`src/rtl/lsu_pkg.sv`:
```
`default_nettype none
// +----------------------------------------------------------------------+
// | lsu_pkg : shared types and constants for the vector load/store unit  |
// | rev 1.0                                                              |
// +----------------------------------------------------------------------+
package lsu_pkg;

  localparam int LANES = 6;

  typedef logic [2:0] lane_t;
  typedef logic [1:0] state_t;

  localparam state_t ST_IDLE   = 2'd0;
  localparam state_t ST_ACCESS = 2'd1;
  localparam state_t ST_WAIT   = 2'd2;
  localparam state_t ST_RESP   = 2'd3;

endpackage
`default_nettype wire

```
`src/rtl/vector_lsu.sv`:
```
`default_nettype none
// +----------------------------------------------------------------------+
// | vector_lsu : serialises scalar/6-lane requests into word RAM accesses|
// | rev 1.0                                                              |
// +----------------------------------------------------------------------+
module vector_lsu
  import lsu_pkg::*;
#(
  parameter int S    = 32,
  parameter int V    = 192,
  parameter int SIZE = 30000
) (
  input  logic         clk,
  input  logic         rst,
  input  logic         req_valid,
  output logic         req_ready,
  input  logic         req_we,
  input  logic         req_isVector,
  input  logic [S-1:0] req_addr,
  input  logic [V-1:0] req_wd,
  output logic         resp_valid,
  output logic         resp_err,
  output logic [V-1:0] resp_rd,
  output logic         stall,
  output logic         mem_we,
  output logic [S-1:0] mem_addr,
  output logic [S-1:0] mem_wd,
  input  logic [S-1:0] mem_rd
);

  state_t       state_q, state_d;
  lane_t        lane_q, lane_d;
  lane_t        cap_lane_q, cap_lane_d;
  logic         cap_q, cap_d;
  logic         we_q, we_d;
  logic         vec_q, vec_d;
  logic         err_q, err_d;
  logic [S-1:0] addr_q, addr_d;
  logic [V-1:0] wd_q, wd_d;
  logic [V-1:0] rd_q, rd_d;

  logic [S:0]   limit;
  logic         range_err;
  lane_t        last_lane;
  logic         in_access;

  // One extra bit keeps the comparison unsigned with no wrap at the top of the address space.
  assign limit     = (S+1)'(SIZE) - (req_isVector ? (S+1)'(LANES) : (S+1)'(1));
  assign range_err = {1'b0, req_addr} > limit;
  assign last_lane = vec_q ? lane_t'(LANES - 1) : lane_t'(0);
  assign in_access = (state_q == ST_ACCESS);

  always_comb begin
    state_d    = state_q;
    lane_d     = lane_q;
    we_d       = we_q;
    vec_d      = vec_q;
    err_d      = err_q;
    addr_d     = addr_q;
    wd_d       = wd_q;
    rd_d       = rd_q;
    cap_d      = in_access && !we_q;
    cap_lane_d = lane_q;
    // Read data trails the address by one cycle, so the slot index is the delayed lane.
    if (cap_q) begin
      rd_d[cap_lane_q*S +: S] = mem_rd;
    end
    case (state_q)
      ST_IDLE: begin
        if (req_valid) begin
          we_d   = req_we;
          vec_d  = req_isVector;
          addr_d = req_addr;
          wd_d   = req_wd;
          lane_d = '0;
          err_d  = range_err;
          if (range_err) begin
            rd_d    = '0;
            state_d = ST_RESP;
          end else begin
            if (!req_we) begin
              rd_d = '0;
            end
            state_d = ST_ACCESS;
          end
        end
      end
      ST_ACCESS: begin
        if (lane_q == last_lane) begin
          lane_d  = '0;
          state_d = we_q ? ST_RESP : ST_WAIT;
        end else begin
          lane_d = lane_q + lane_t'(1);
        end
      end
      ST_WAIT: state_d = ST_RESP;
      ST_RESP: state_d = ST_IDLE;
      default: state_d = ST_IDLE;
    endcase
  end

  always_ff @(posedge clk or posedge rst) begin
    if (rst) begin
      state_q    <= ST_IDLE;
      lane_q     <= '0;
      cap_lane_q <= '0;
      cap_q      <= 1'b0;
      we_q       <= 1'b0;
      vec_q      <= 1'b0;
      err_q      <= 1'b0;
      addr_q     <= '0;
      wd_q       <= '0;
      rd_q       <= '0;
    end else begin
      state_q    <= state_d;
      lane_q     <= lane_d;
      cap_lane_q <= cap_lane_d;
      cap_q      <= cap_d;
      we_q       <= we_d;
      vec_q      <= vec_d;
      err_q      <= err_d;
      addr_q     <= addr_d;
      wd_q       <= wd_d;
      rd_q       <= rd_d;
    end
  end

  assign req_ready  = (state_q == ST_IDLE);
  assign stall      = req_valid & ~req_ready;
  assign resp_valid = (state_q == ST_RESP);
  assign resp_err   = resp_valid & err_q;
  assign resp_rd    = rd_q;
  assign mem_we     = in_access & we_q;
  assign mem_addr   = in_access ? (addr_q + S'(lane_q)) : '0;
  assign mem_wd     = mem_we ? wd_q[lane_q*S +: S] : '0;

endmodule
`default_nettype wire
```
`config.mk`:
```
export PLATFORM = sky130hd
export DESIGN_NAME = vector_lsu
export DESIGN_NICKNAME = d
export VERILOG_FILES = /design/src/rtl/lsu_pkg.sv /design/src/rtl/vector_lsu.sv
export SDC_FILE = /design/constraint.sdc
export NUM_CORES = 1
export LEC_CHECK = 0
export BUFFER_PORTS_ARGS = -buffer_cell sky130_fd_sc_hd__buf_2
export CAP_MARGIN = 20
export CORE_AREA = 2 2 201 203
export DETAILED_ROUTE_END_ITERATION = 8
export DIE_AREA = 0 0 203 205
export GPL_TIMING_DRIVEN = 0
export PLACE_DENSITY = 0.76
export SLEW_MARGIN = 20
export SYNTH_ARGS = -nofsm -noshare
export SYNTH_HDL_FRONTEND = slang
export SYNTH_SLANG_ARGS = --single-unit
```
`constraint.sdc`:
```
create_clock -name clk -period 21.1 [get_ports clk]
set_input_delay 1.055 -clock clk [delete_from_list [all_inputs] [get_ports clk]]
set_output_delay 1.055 -clock clk [all_outputs]
set_load 0.03 [all_outputs]
```
==> Word-level counts from Yosys, hierarchy flattened <==
Index checks and enable logic that the tools add are counted.
{ "totals": {"register_bits": 428, "in_bits": 261, "output_inout_bits": 261, "wordCells": 53} }
{ "op_classes": {"add_sub_neg": 4, "n_lt_le_gt_ge": 1, "n_eq_ne": 6, "shifts": 3, "mux": 18, "n_bitwise": 4, "reduce_logical": 7} }
{ "op_table": {"columns": ["operator", "n"], "rows": [
  ["2-to-1 mux 192 bit", 5],
  ["bitwise mux 192 bit", 1],
  ["variable shift 32 x 34 -> 192 bit (first input constant)", 1],
  ["indexed part select 192 x 9 -> 32 bit", 1],
  ["indexed part select 32 x 34 -> 192 bit", 1],
  ["2-to-1 mux 32 bit", 2],
  ["negation 8 -> 34 bit", 1],
  ["> comparator 32 x 33 -> 1 bit", 1],
  ["adder 32 x 3 -> 32 bit", 1],
  ["subtractor 15 x 3 -> 16 bit (first input constant)", 1],
  ["2-to-1 mux 3 bit", 4],
  ["one-hot mux 2 bit (4 select lines)", 1],
  ["2-to-1 mux 2 bit", 3],
  ["one-hot mux 3 bit (2 select lines)", 1],
  ["AND reduction 2 bit", 3],
  ["== test 2 bit (second input constant)", 2],
  ["adder 3 x 1 -> 3 bit (second input constant)", 1],
  ["AND 1 bit", 3],
  ["== test 3 bit", 1],
  ["== test 2 x 1 -> 1 bit (second input constant)", 1],
  ["zero test 2 bit", 1],
  ["!= test 2 x 1 -> 1 bit (second input constant)", 1],
  ["!= test 2 bit (second input constant)", 1],
  ["nonzero test 2 bit", 1],
  ["other kinds (4)", 4]
]} }

==> Logic depth before layout (Yosys ltp) <==
Gate-level depths: netlist of the first run.
{ "depth": {"word_depth": 8, "mapped_depth": 10, "mapped_depth_nobuf": 8} }

==> Least setup slack after synthesis of the first run <==
No wires, ideal clock.
{ "synth_path": {"kind": "register -> output", "startpoint": "register lane_q[0] (netlist: cap_lane_d[0])", "endpoint": "output mem_addr[24]", "arrival_time_ps": 2497, "t_required_ps": 20045, "setup_slack_ps": 17548, "stages_incl_launch_ff": 9, "n_path_buf": 1, "path_cell_list": "dfrtp_1 ha_1 fa_1 a21o_1 nand2_1 or4_1 clkbuf_1 or3_1 a21oi_1"} }
{ "synth_via": {"elab_chain_cells": 2} }
{ "synth_rtl": {"columns": ["element", "line", "text"], "rows": [
  ["start, declared", "vector_lsu.sv:32", "lane_t lane_q, lane_d;"],
  ["start signal, assigned", "vector_lsu.sv:116", "lane_q <= lane_d;"],
  ["adder 32 x 3 -> 32 bit", "vector_lsu.sv:134", "assign mem_addr = in_access ? (addr_q + S'(lane_q)) : '0;"],
  ["2-to-1 mux 32 bit", "vector_lsu.sv:134", null],
  ["end, declared", "vector_lsu.sv:26", "output logic [S-1:0] mem_addr,"]
]} }
Every way passes these cells.

==> Final worst setup path of the first run <==
{ "layout_path": {"startpoint": "register lane_q[0] (netlist: cap_lane_d[0])", "endpoint": "output mem_addr[30]"} }
Same word-level chain as after synthesis.

==> metrics.md, run 1 <==
| Metric | Value |
|---|---|
| Status | `complete, no violations` |
| Synth-to-layout area growth | `25.2%` |
| Max Cap Viol | `0` |
| Vias | `roughly 17k` |
| Synth Instances | `between 1.5k and 2k` |
| Synthesized area | `about 0.020 mm²` |
| CP Capture Type | `output pin` |
| Drt drc | `0` |
| GP Congestion | `about 0.93` |
| Initial antenna violation count | `17` |
| Worst-margin pin slew | `~1.1 ns` |
| Crit start category | `flip-flop` |
| Vias/cell | `roughly 5.6` |
| DR WL/cell | `between 20 and 25 µm` |
| GR Layer Usage met3 | `between 6 and 7%` |
| Root buffer cell | `clkbuf_16` |
| Critical R2R Launch | `state_q[1]$_DFFE_PP0P_` |
| Post-DP HPWL | `50200 µm` |
| Syn Area/Cell | `roughly 9.8 µm²` |
| Starting Density | `a little under 50%` |
| Depth of the most critical reg-to-reg path | `8` |
| RR Endpoint | `addr_q[28]$_DFFE_PP0P_` |
| First-pass GRT wire length | `just over 100000 µm` |
| Main area contributors after synthesis | `dfrtp_1 (55%), nand2_1 (13%), mux2i_1 (8.9%)` |
| GR Overflow Total | `0` |
| Crit Path Max Fanout | `10` |
| Initial DRC count | `approximately 1.3k` |
| Power Density | `between 100 and 150 mW/mm²` |
| Clock Sinks | `428` |
| Port Buffer Count | `about 520` |
| WHS Path Cells | `1` |
| Hold Path End | `cap_q$_DFF_PP0_` |
| Slew Viols, Final | `0` |
| Seq cells post-synth | `428` |
| Post-CTS sizing | `0` |
| WP data required | `about 20 ns` |
| Clock skew | `between 0.01 and 0.015 ns` |
| Standard-cell rows | `73` |
| Worst hold path class | `flip-flop to flip-flop` |
| Core Util, Final | `roughly 62%` |
| GRT busiest layer | `met2` |
| Core Area | `approximately 0.04 mm²` |
| Fill count | `3222` |
| Post-CTS setup buffers | `0` |
| Min Tclk post-route | `between 4 and 5 ns` |
| Final net count | `between 2k and 3k` |
| Num CTS Buffers | `between 40 and 50` |
| Met1 global-route usage | `between 30% and 40%` |
| Clk slew on worst S/H paths | `0.06 ns` |
| Period utilisation layout | `between 20% and 30%` |
| Placed cells | `approximately 3.0k` |
| Die X | `between 200 and 250 µm` |
| CTS tree | `done` |
| Hold Fails Final Rpt | `0` |
| Total Routing Usage GR | `about a third` |
| Register area | `0.0107 mm²` |
| CTS Buffer Depth | `3` |
| Slowest Stage Delay on Critical Path | `between 0.5 and 0.6 ns` |
| Peak supply drop | `roughly 90 µV` |
| Library cells used by synthesis | `49` |
| Slowest cell on crit path | `or4_1` |
| Most frequent cells in the layout | `nand2_1 (675), buf_2 (540), dfrtp_1 (428)` |
| Top Ports | `522` |
| DIE HEIGHT | `roughly 200 µm` |
| YS warnings | `0` |
| M2 GR Usage | `54.7%` |
| Layout cells sized above 1 | `between 20% and 30%` |
| Die area | `approximately 0.042 mm²` |
| Kind of critical path | `flip-flop to output pin` |
| PnR Total Power | `3060 µW` |
| Hold Startpoint | `we_q$_DFFE_PP0P_` |
| Area taken by multi-input logic gates | `approximately 0.0082 mm²` |
| CTS Hold Buffers Added | `0` |
| Post-synthesis sequential area ratio | `between 50% and 60%` |
| Worst-path cell chain | `ha_1 -> fa_1 -> a21o_1 -> nand2_1 -> or4_1 -> clkbuf_1 -> or3_1 -> a21oi_1 -> buf_2` |
| Clock Latency Late Sink | `about 0.59 ns` |
| Leakage | `around 0.013 µW` |
| Largest net degree at the start of global routing | `about 110` |
| Synth Net Count | `~2.3k` |
| Critical path arrival | `between 3 and 4 ns` |
| Vias in the first global route | `17.7k` |
| Setup TNS | `0 ns` |
| RSZ-0062 raised after global routing | `false` |
| Post-synth ARST share | `100%` |
| Initial DRT Pass Iterations | `6` |
| Number of flops mapped to enable cells by yosys | `0` |
| Synth top area share | `54.9%` |
| Setup violators final | `0` |
| Rel. slew slack | `26.9%` |
| Top_reg_cell synth | `dfrtp_1` |
| Flop2flop setup slack | `roughly 18 ns` |
| Final Non-Filler Cells | `around 3.1k` |
| Antenna-violating nets left | `0` |
| Final wirelength | `about 67000 µm` |
| Post-synth top area cell | `dfrtp_1` |
| Max Clock Freq | `approximately 220 MHz` |
| H-Tree Depth | `2` |
| Most common cell after layout, fill and taps aside | `nand2_1` |
## cell type report
class | count | share of cell area (%)
multi-input combinational | 1397 | 33.4
antenna | 9 | 0.0922
sequential | 428 | 43.8
clock inverter | 19 | 0.927
tap | 525 | 2.69
clock buffer | 60 | 5.26
buffer | 143 | 2.32
inverter | 21 | 0.353
timing repair buffer | 525 | 11.1
## state kept, by name, indices dropped and copies added (netlist names)
signal      flops
addr_q         32
cap_lane_d      3
cap_lane_q      3
cap_q           1
err_q           1
resp_rd       192
state_q         2
vec_q           1
wd_q          192
we_q            1
## critical path: cells and delay by family (launching register included)
family / cells / cell delay [ns]
AND/OR/NAND/NOR: 3 / 1.09
flip-flops: 1 / 0.52
adder cells (fa/ha/maj): 2 / 0.49
buffers and inverters: 2 / 0.47
AO/OA/AOI/OAI: 2 / 0.39
## power breakdown
| group | internal (µW) | total [µW] | switching (µW) |
|---|---|---|---|
| sequential | 1050 | 1200 | 147 |
| clock | 478 | 817 | 339 |
| combinational | 387 | 1040 | 656 |
## cell families after synthesis
group	synth area share [%]
mux	14.5
simple gates	17.4
flops	54.9
xor+xnor	0.763
compound gates	8.23
fa+ha+maj	0.872
buf+inv	3.31
## metal layers
| metal | wire length [µm] | part of all wire, % |
|---|---|---|
| met5 | 112 | 0.17 |
| met3 | 5140 | 7.7 |
| met2 | 32900 | 49 |
| met4 | 3110 | 4.7 |
| met1 | 25600 | 38 |
## synthesized netlist by cell type, drive strengths merged, types with 2 or more instances
library cell / instances
a21o: 4
a21oi: 230
a22oi: 32
and2: 4
and3: 22
and4: 3
buf: 23
clkbuf: 120
clkinv: 2
dfrtp: 428
ha: 12
inv: 19
mux2: 33
mux2i: 174
mux4: 32
nand2: 675
nand2b: 3
nand3: 14
nand4: 7
nand4b: 2
nand4bb: 2
nor2: 55
nor3: 11
nor4: 7
o21ai: 27
or3: 16
or4: 3
xnor2: 11
xor2: 6
## stage by stage
stage / hold WS [ns] / instance area (µm²) / setup WS, ns
2_1_floorplan: 0.418 / 19500 / 8.13
3_3_place_gp: 0.453 / 22800 / 3.89
3_5_place_dp: 0.457 / 22900 / 17.11
4_1_cts: 0.466 / 24400 / 16.45
5_1_grt: 0.483 / 24400 / 16.30
6_report: 0.472 / 24400 / 16.49
## worst max path at each step
stage,slack [ns],from,to
after floorplan,8.13,rst,addr_q[0]$_DFFE_PP0P_
after global placement,3.89,rst,wd_q[45]$_DFFE_PP0P_
after detailed placement,17.11,cap_lane_d[0]$_DFFE_PP0P_,mem_addr[30]
after CTS,16.45,cap_lane_d[0]$_DFFE_PP0P_,mem_addr[30]
after global routing,16.30,cap_lane_d[0]$_DFFE_PP0P_,mem_addr[30]
final,16.49,cap_lane_d[0]$_DFFE_PP0P_,mem_addr[30]
Note: power is estimated with default switching activity, not from simulation.
==> run 2: changes to the inputs <==
Settings changed: ABC_AREA set to 1, CORE_AREA 2 2 201 203 to unset, CORE_MARGIN set to 1, CORE_UTILIZATION set to 50, DIE_AREA 0 0 203 205 to unset.
Clock period 21.1 ns to 4.8 ns, I/O delays scaled along.
==> metrics.md, run 2 <==
| Metric | Value |
|---|---|
| Clk slew on worst S/H paths | `0.06 ns` |
| Post-synth ARST share | `100%` |
| Depth of the most critical reg-to-reg path | `11` |
| Peak supply drop | `327 µV` |
| Port Buffer Count | `~520` |
| Core Util, Final | `a little over two thirds` |
| Post-CTS sizing | `0` |
| Clock Power Share | `a little over a quarter` |
| DIE HEIGHT | `approximately 200 µm` |
| Layout cells sized above 1 | `about 20%` |
| Syn Area/Cell | `approximately 7.8 µm²` |
| GP Congestion | `roughly 0.97` |
| Worst hold margin | `0.0244 ns` |
| Fill count | `approximately 3k` |
| Min Tclk post-route | `roughly 3.6 ns` |
| Synth top area share | `~53%` |
| Register area | `approximately 0.011 mm²` |
| CTS Hold Buffers Added | `243` |
| Worst-margin pin slew | `0.856 ns` |
| Total Routing Usage GR | `between 30% and 40%` |
| GR Overflow Total | `0` |
| YS warnings | `0` |
| Final wirelength | `80400 µm` |
| Hold Fails Final Rpt | `0` |
| Synth-to-layout area growth | `37.2%` |
| Status | `complete, no violations` |
| Die X | `between 200 and 250 µm` |
| Starting Density | `between 50 and 60%` |
| Pint | `between 8000 and 9000 µW` |
| Setup violators final | `0` |
| Final Non-Filler Cells | `~4.0k` |
| Max Clock Freq | `about 280 MHz` |
| Clock skew | `approximately 0.019 ns` |
| Period utilisation layout | `74.7%` |
| Most common cell after layout, fill and taps aside | `nand2_1` |
| Standard-cell rows | `73` |
| Crit start category | `flip-flop` |
| Worst Setup EP | `mem_wd[15]` |
| GR Layer Usage met3 | `between 8 and 9%` |
| RR Endpoint | `resp_rd[139]$_DFF_PP0_` |
| Largest net degree at the start of global routing | `36` |
| Post-DP HPWL | `roughly 57000 µm` |
| Rel. slew slack | `around 43%` |
| M2 GR Usage | `~66%` |
| Crit Path Max Fanout | `10` |
| H-Tree Depth | `2` |
| Post-CTS setup buffers | `0` |
| Post-synth top area cell | `dfrtp_1` |
| Core Area | `0.0398 mm²` |
| Num CTS Buffers | `46` |
| Main area contributors after synthesis | `dfrtp_1 (53%), nand2_1 (16%), nor2_1 (6.5%)` |
| Switching share of power | `about two fifths` |
| Library cells used by synthesis | `35` |
| Drt drc | `0` |
| Initial DRT Pass Iterations | `6` |
| Root buffer cell | `clkbuf_16` |
| Met1 global-route usage | `between 40 and 50%` |
| Kind of critical path | `flip-flop to output pin` |
| Vias/cell | `~5.4` |
| Logic pwr share | `roughly 34%` |
| WP data required | `~4.6 ns` |
| Flop2flop setup slack | `1.77 ns` |
| Switching pwr | `roughly 5300 µW` |
| Final net count | `3680` |
| DR WL/cell | `20.2 µm` |
| Number of flops mapped to enable cells by yosys | `0` |
| Die area | `approximately 0.041 mm²` |
| Top_reg_cell synth | `dfrtp_1` |
| Initial DRC count | `2066` |
| Top Ports | `approximately 520` |
| Leakage | `between 0.01 and 0.015 µW` |
| Setup TNS | `0 ns` |
| Max Cap Viol | `0` |
| CP startpoint | `cap_lane_d[0]$_DFFE_PP0P_` |
| Synthesized area | `0.0202 mm²` |
| PnR Total Power | `around 13000 µW` |
| Seq cells post-synth | `about 430` |
| CTS tree | `done` |
| Critical R2R Launch | `cap_lane_q[0]$_DFF_PP0_` |
| WHS Path Cells | `3` |
| Power Density | `485 mW/mm²` |
| RSZ-0062 raised after global routing | `false` |
| Vias | `between 20k and 25k` |
| GRT busiest layer | `met2` |
| Vias in the first global route | `~22k` |
| CTS Buffer Depth | `3` |
| Area taken by multi-input logic gates | `roughly 0.0078 mm²` |
| Slew Viols, Final | `0` |
| Most frequent cells in the layout | `nand2_1 (869), buf_2 (551), dfrtp_1 (428)` |
| Synth Net Count | `roughly 2.9k` |
| Clock Sinks | `roughly 430` |
| Post-synth top cells | `nand2_1 (869), dfrtp_1 (428), nor2_1 (348), inv_1 (250), o21ai_0 (239)` |
| Placed cells | `roughly 3.6k` |
| Post-synthesis sequential area ratio | `a little over half` |
| Critical path arrival | `3.34 ns` |
| Part of the power in registers | `slightly below 40%` |
| Clock Latency Late Sink | `about 0.58 ns` |
| Initial antenna violation count | `7` |
| Synth Instances | `between 2k and 3k` |
| CP Capture Type | `output pin` |
| Worst hold path class | `input pin to flip-flop` |
| First-pass GRT wire length | `roughly 120000 µm` |
| Most frequent cell after synthesis | `nand2_1` |
| Antenna-violating nets left | `0` |
==> run 2: cell count changes after synthesis, moves of 31 or more <==
cell	previous run	this run
o21ai_1	0	53
inv_1	19	250
clkbuf_1	120	72
mux2i_1	174	25
o21ai_0	27	239
nand2_1	675	869
o22ai_1	1	32
mux2_2	33	0
nor2_1	55	348
mux4_2	32	0
o211ai_1	0	32
a21oi_1	230	53
a22oi_1	32	0
==> run 2: worst min path at each step <==
stage,end,start
2_1_floorplan,addr_q[17]$_DFFE_PP0P_,req_addr[17]
3_3_place_gp,wd_q[55]$_DFFE_PP0P_,req_wd[55]
3_5_place_dp,resp_rd[117]$_DFF_PP0_,rst
4_1_cts,resp_rd[130]$_DFF_PP0_,mem_rd[2]
5_1_grt,resp_rd[147]$_DFF_PP0_,mem_rd[19]
6_report,vec_q$_DFFE_PP0P_,req_isVector
==> run 2: logic make-up (layout without fill, tap and decap cells) <==
family	after synthesis	count (layout)	synth area share, %
XOR/XNOR	14	14	0.607
multiplexers	25	25	1.24
other	0	9	0
buffers and inverters	400	1263	8.57
AND/OR/NAND/NOR	1272	1272	24.3
flip-flops	428	428	53.0
adder cells (fa/ha/maj)	13	13	0.842
AO/OA/AOI/OAI	428	428	11.4
==> run 2: worst max-delay path, stage by stage (launching register included) <==
cell,delay [ns]
dfrtp_1,0.52
buf_2,0.32
clkbuf_1,0.48
clkbuf_1,0.43
o211ai_1,0.21
a21oi_1,0.49
buf_2,0.30
==> run 2: final cells by class <==
| type | instances | area share, % |
|---|---|---|
| antenna | 9 | 0.0812 |
| buffer | 147 | 2.82 |
| clock buffer | 76 | 5.03 |
| clock inverter | 9 | 0.420 |
| inverter | 253 | 3.44 |
| multi-input combinational | 1752 | 28.0 |
| sequential | 428 | 38.6 |
| tap | 525 | 2.37 |
| timing repair buffer | 778 | 19.2 |
==> run 2: per-stage QoR <==
stage | worst slack (ns) | instance area [µm²]
final | 1.22 | 27700
after global routing | 1.12 | 27700
after CTS | 1.30 | 27700
after detailed placement | 1.83 | 23800
after global placement | -3.58 | 23500
after floorplan | -1.22 | 20200
==> run 2: power groups by stage <==
stage	clock [µW]	combinational [µW]	sequential, µW
5_1_grt	3750	5060	5330
3_3_place_gp	0	4150	5230
4_1_cts	3610	4490	5190
6_report	3590	4630	5240
2_1_floorplan	0	2800	5240
3_5_place_dp	0	4300	5240
==> run 2: layer usage <==
| layer | part of all wire [%] | up-vias |
|---|---|---|
| met2 | 48 | 1362 |
| met5 | 0 | - |
| met3 | 9.1 | 364 |
| li1 | - | 9729 |
| met4 | 6.8 | 0 |
| met1 | 36 | 10200 |
